**src/rtl/alu_issue_stage.sv**
```systemverilog
// alu_issue_stage: issue/retire stage that feeds a combinational ALU.
// Accepts MIPS-format instruction words over valid/ready and reads rs/rt from a
// 32x32 register file. It registers the decoded fields toward the ALU and writes
// the ALU result back on the following edge.
// Optional feature: define ALU_ISSUE_FWD_EN to forward RESULT into hazard
// operands. Without it, a read-after-write hazard stalls the stage for one cycle.
module alu_issue_stage #(
    parameter int CNT_W = 16
) (
    input  logic             clk,
    input  logic             rst_n,
    input  logic [31:0]      instr,
    input  logic             instr_valid,
    output logic             instr_ready,
    output logic [5:0]       opcode,
    output logic [31:0]      rs_val,
    output logic [31:0]      rt_val,
    output logic [4:0]       shamt,
    output logic [5:0]       func,
    output logic [15:0]      raw_val,
    output logic             issue_valid,
    input  logic [31:0]      result,
    input  logic             sig_b,
    output logic             br_taken,
    input  logic [4:0]       dbg_addr,
    output logic [31:0]      dbg_data,
    output logic [CNT_W-1:0] retire_cnt
);

    localparam logic [5:0] OP_BEQ = 6'b000100;
    localparam logic [5:0] OP_BNE = 6'b000101;
    localparam logic [5:0] OP_SW  = 6'b101011;

    logic [31:0] rf [32];
    logic [4:0]  rt_idx;
    logic [4:0]  in_rs;
    logic [4:0]  in_rt;
    logic [4:0]  live_dst;
    logic        live_branch;
    logic        live_wen;
    logic        haz_rs;
    logic        haz_rt;
    logic        stall;
    logic        accept;
    logic [31:0] op_rs;
    logic [31:0] op_rt;

    // Decode the live instruction's destination, and detect hazards against the incoming word.
    always_comb begin
        in_rs       = instr[25:21];
        in_rt       = instr[20:16];
        live_dst    = (opcode == 6'd0) ? raw_val[15:11] : rt_idx;
        live_branch = (opcode == OP_BEQ) || (opcode == OP_BNE);
        live_wen    = issue_valid && !live_branch && (opcode != OP_SW) && (live_dst != 5'd0);
        haz_rs      = live_wen && (in_rs == live_dst);
        haz_rt      = live_wen && (in_rt == live_dst);
    end

    // Operand selection and stall: forward RESULT, or hold off one cycle until write-back lands.
    always_comb begin
        op_rs = rf[in_rs];
        op_rt = rf[in_rt];
        stall = 1'b0;
`ifdef ALU_ISSUE_FWD_EN
        if (haz_rs) op_rs = result;
        if (haz_rt) op_rt = result;
`else
        stall = instr_valid && (haz_rs || haz_rt);
`endif
        instr_ready = rst_n && !stall;
        accept      = instr_valid && instr_ready;
    end

    // Field registers toward the ALU; they hold their values on edges without an accept.
    always_ff @(posedge clk or negedge rst_n) begin
        if (!rst_n) begin
            opcode      <= '0;
            rs_val      <= '0;
            rt_val      <= '0;
            shamt       <= '0;
            func        <= '0;
            raw_val     <= '0;
            rt_idx      <= '0;
            issue_valid <= 1'b0;
        end else begin
            issue_valid <= accept;
            if (accept) begin
                opcode  <= instr[31:26];
                rs_val  <= op_rs;
                rt_val  <= op_rt;
                shamt   <= instr[10:6];
                func    <= instr[5:0];
                raw_val <= instr[15:0];
                rt_idx  <= in_rt;
            end
        end
    end

    // Retire bookkeeping: branch outcome and retired-instruction counter.
    always_ff @(posedge clk or negedge rst_n) begin
        if (!rst_n) begin
            br_taken   <= 1'b0;
            retire_cnt <= '0;
        end else begin
            br_taken <= issue_valid && live_branch && sig_b;
            if (issue_valid) retire_cnt <= retire_cnt + CNT_W'(1);
        end
    end

    // Register file write-back; entry 0 is never written, so it stays zero.
    always_ff @(posedge clk or negedge rst_n) begin
        if (!rst_n) begin
            for (int i = 0; i < 32; i++) rf[i] <= '0;
        end else if (live_wen) begin
            rf[live_dst] <= result;
        end
    end

    // Debug read port.
    always_comb begin
        dbg_data = (dbg_addr == 5'd0) ? 32'd0 : rf[dbg_addr];
    end

endmodule

```
**config.mk**
```make
export PLATFORM = sky130hd
export DESIGN_NAME = alu_issue_stage
export DESIGN_NICKNAME = d
export VERILOG_FILES = /design/src/rtl/alu_issue_stage.sv
export SDC_FILE = /design/constraint.sdc
export NUM_CORES = 2
export LEC_CHECK = 0
export CAP_MARGIN = 20
export CORE_MARGIN = 2
export CORE_UTILIZATION = 45
export CTS_BUF_LIST = sky130_fd_sc_hd__clkbuf_16
export DETAILED_ROUTE_END_ITERATION = 8
export GPL_ROUTABILITY_DRIVEN = 0
export SLEW_MARGIN = 20
export SYNTH_ARGS = -nofsm -noshare
export SYNTH_HDL_FRONTEND = slang
export SYNTH_SLANG_ARGS = --single-unit
```
**constraint.sdc**
```tcl
create_clock -name clk -period 6.52 [get_ports clk]
set_clock_uncertainty 0.15 [all_clocks]
set_input_delay 1.956 -clock clk [delete_from_list [all_inputs] [get_ports clk]]
set_output_delay 1.956 -clock clk [all_outputs]
set_load 0.03 [all_outputs]
```
==> flow_summary.json <==
{
  "netlist_instances": 4651,
  "cp_cell_sequence": "buf_8 > buf_12 > mux4_2 > mux4_2 > mux2i_1 > nor2_1 > buf_4",
  "fp.dieH_um": 391.8,
  "clockBufferDepth": 3,
  "path_delay_family": "multiplexers",
  "syn-cell-area_um2": 67690,
  "die_area_um2": 153500,
  "grt_pass1_wl_mm": 329.8,
  "cts-root-buf": "clkbuf_16",
  "drv_slew": 0,
  "antenna_found_initial": 8,
  "path_common_cell": "mux4_2",
  "syn_to_final_growth_pct": 12.85,
  "ant_nets": 0,
  "initial_core_util": 0.4525,
  "dr_total_vias": 45040,
  "cts_tree": "built",
  "synth_cell_types": 48,
  "leakagePower_nw": 30.97,
  "end_kind": "output pin",
  "worst-path-buf-inv": 3,
  "max_freq_mhz": 154.8,
  "synth_commonest_cells": "dfrtp_1, mux2_2, mux4_2, mux2i_1, clkbuf_1",
  "hold_viol": 0,
  "track_usage": 0.3005,
  "min_period_ns": 6.461,
  "status": "finished, final reports clean",
  "layout-drive-gt1-share": 0.4647,
  "dr.pass1.iters": 5,
  "synth_ff_type": "dfrtp_1",
  "cp_data_arrival_time_ns": 4.35,
  "hold_buffers": 0,
  "worstHoldPathType": "reg -> reg",
  "crit_required_ns": 4.41,
  "max-vdd-ir-drop_mv": 0.3135,
  "ys_seq_elements": 1133,
  "cp.depth": 7,
  "period_share": 0.9909,
  "grt-ovfl-total": 0,
  "async_reset_ff_frac": 1.000,
  "grt_pass1_vias": 45160,
  "yosysMostFrequentCell": "dfrtp_1",
  "critPathMaxStageDelay_ns": 0.51,
  "portBuffers": 220,
  "drtIter0Drc": 4533,
  "r2r.worst_path.cells": 8,
  "rows": 142,
  "netlist.area_leader.share": 0.4189,
  "setup_viol": 0,
  "start_kind": "input port",
  "die_w_um": 391.8,
  "cellPowerDensity_nw_per_um2": 375.3,
  "setup_tns_ns": 0,
  "yosys_warnings": 0,
  "htree_levels": 4,
  "synth_sequential_area_ratio": 0.4189,
  "drt_wl_total_mm": 228.1,
  "route.detailed.wl_per_inst_um": 33.71,
  "synthesis.nets": 4725,
  "grt_max_degree": 164,
  "synthTopCellsByArea": "dfrtp_1, mux4_2, mux2_2, mux2i_1, clkbuf_1",
  "clk_pin_slew_ns": 0.05,
  "synth.largest_area_cell": "dfrtp_1",
  "core_um2": 149600,
  "worst_pin_slew_ns": 1.196,
  "post_cts_buffers": 0,
  "nNetsFinal": 4724,
  "io_pins": 221,
  "post-dp-hpwl_mm": 132.0,
  "worstSetupPathType": "in -> out",
  "fin_ws_ns": 0.05915,
  "clk_latency_ns": 0.79,
  "cts_buffers": 134,
  "routed_via_density": 6.655,
  "numClockSinks": 1133,
  "drcViolationCount": 0,
  "worstHoldPathCells": 0,
  "max_cap_violations": 0,
  "slew_headroom": 0.2024,
  "synth_area_per_cell_um2": 14.55,
  "slowest_stage": "mux2i_1",
  "fin_util": 0.5106,
  "rsz0062_at_grt": "no",
  "preCtsSetupSlack_ns": -0.1500,
  "synth-edff-count": 0,
  "cp_max_fo": 40
}
==> sequential cells by signal, summed over array words and instances (netlist names) <==
| name | cells |
|---|---|
| issue_valid | 1 |
| raw_val | 7 |
| func | 5 |
| rt_idx | 5 |
| opcode | 6 |
| shamt | 4 |
| br_taken | 1 |
| rf | 1024 |
| retire_cnt | 16 |
| rs_val | 32 |
| rt_val | 32 |
==> power breakdown <==
part | total [mW] | switching [mW] | internal [mW]
clock | 7.33 | 3.06 | 4.27
sequential | 11.9 | 2.40 | 9.46
combinational | 9.47 | 3.73 | 5.74
total | 28.7 | 9.20 | 19.5
==> cells in the final DEF, fill, tap and decap left out, types with 9 or more instances in the layout <==
master / n
buf_4: 165
mux2_1: 52
inv_1: 95
clkbuf_16: 143
nor2_1: 139
clkinv_2: 20
xor2_1: 14
dfrtp_1: 1133
mux2i_1: 353
clkinv_1: 37
mux2_2: 968
clkdlybuf4s50_1: 152
a31oi_1: 68
buf_12: 48
nand2_4: 23
nor2b_1: 97
a221o_1: 64
xnor2_1: 14
bufinv_16: 9
buf_2: 19
nand2_1: 140
mux4_2: 768
a22oi_1: 65
o21ai_0: 66
==> final cells by class <==
type / count / area (um2)
fill: 12750 / 73210
multi-input combinational: 2913 / 37040
sequential: 1133 / 28350
timing repair buffer: 397 / 4009
clock buffer: 143 / 3578
tap: 2016 / 2522
clock inverter: 92 / 611.8
inverter: 71 / 271.5
antenna: 3 / 7.507
==> layer usage <==
metal  part of all wire  global-route usage  vias up
met5            0.00020                   0        -
met4              0.035             0.09930        6
met3              0.099             0.08942      421
met2               0.45              0.4434     2070
met1               0.42              0.4255    24480
li1                   -                   -    18070
==> worst register-to-register path, cell delays in order (launching register included) <==
cell and delay (ns):
dfrtp_1 0.39, buf_4 0.19, or3_1 0.62, nor2_2 0.42, nand3b_1 0.14, a21oi_2 0.78
nand2_2 0.90, buf_4 0.54, mux2_2 0.30
==> metrics by stage <==
stage / hold WS, ns / cells / power, mW / area, um2
after global routing: 0.2799 / 6767 / 30.01 / 76390
after floorplan: 0.3080 / 4651 / 18.18 / 67690
after detailed placement: 0.2531 / 6528 / 21.31 / 72230
after global placement: 0.2471 / 6527 / 21.07 / 72200
final: 0.2627 / 6768 / 28.67 / 76390
after CTS: 0.2660 / 6763 / 28.70 / 76440
==> repair_timing <==
action | CTS | global route
resized for setup | 3 | 1
setup endpoints to repair | 2 | 4
hold endpoints to repair | 0 | 0
cloned | 0 | 0
pin swaps | 0 | 0
==> worst paths after layout <==
kind	start	end	slack (ns)
max in group asynchronous	rst_n	rf[923]$_DFFE_PN0P_	3.12
max	dbg_addr[1]	dbg_data[2]	0.06
min in group asynchronous	rst_n	rf[710]$_DFFE_PN0P_	0.84
min	rf[994]$_DFFE_PN0P_	rf[994]$_DFFE_PN0P_	0.26
min reg2reg	rf[994]$_DFFE_PN0P_	rf[994]$_DFFE_PN0P_	0.26
max reg2reg	opcode[1]$_DFFE_PN0P_	rf[219]$_DFFE_PN0P_	1.97
==> logic make-up (layout without fill, tap and decap cells) <==
| family | count (synthesis) | count (layout) | synth area share |
|---|---|---|---|
| muxes | 2143 | 2143 | 0.4777 |
| DFF | 1133 | 1133 | 0.4189 |
| buffers and inverters | 605 | 703 | 0.03832 |
| and+or+nand+nor | 456 | 456 | 0.03055 |
| AOI/OAI and AO/OA | 285 | 285 | 0.03076 |
| xor gates and xnor gates | 28 | 28 | 0.003623 |
| adders and majority gates | 1 | 1 | 0.0001848 |
| other | 0 | 3 | 0 |
Power figures use the tool's default switching activity.
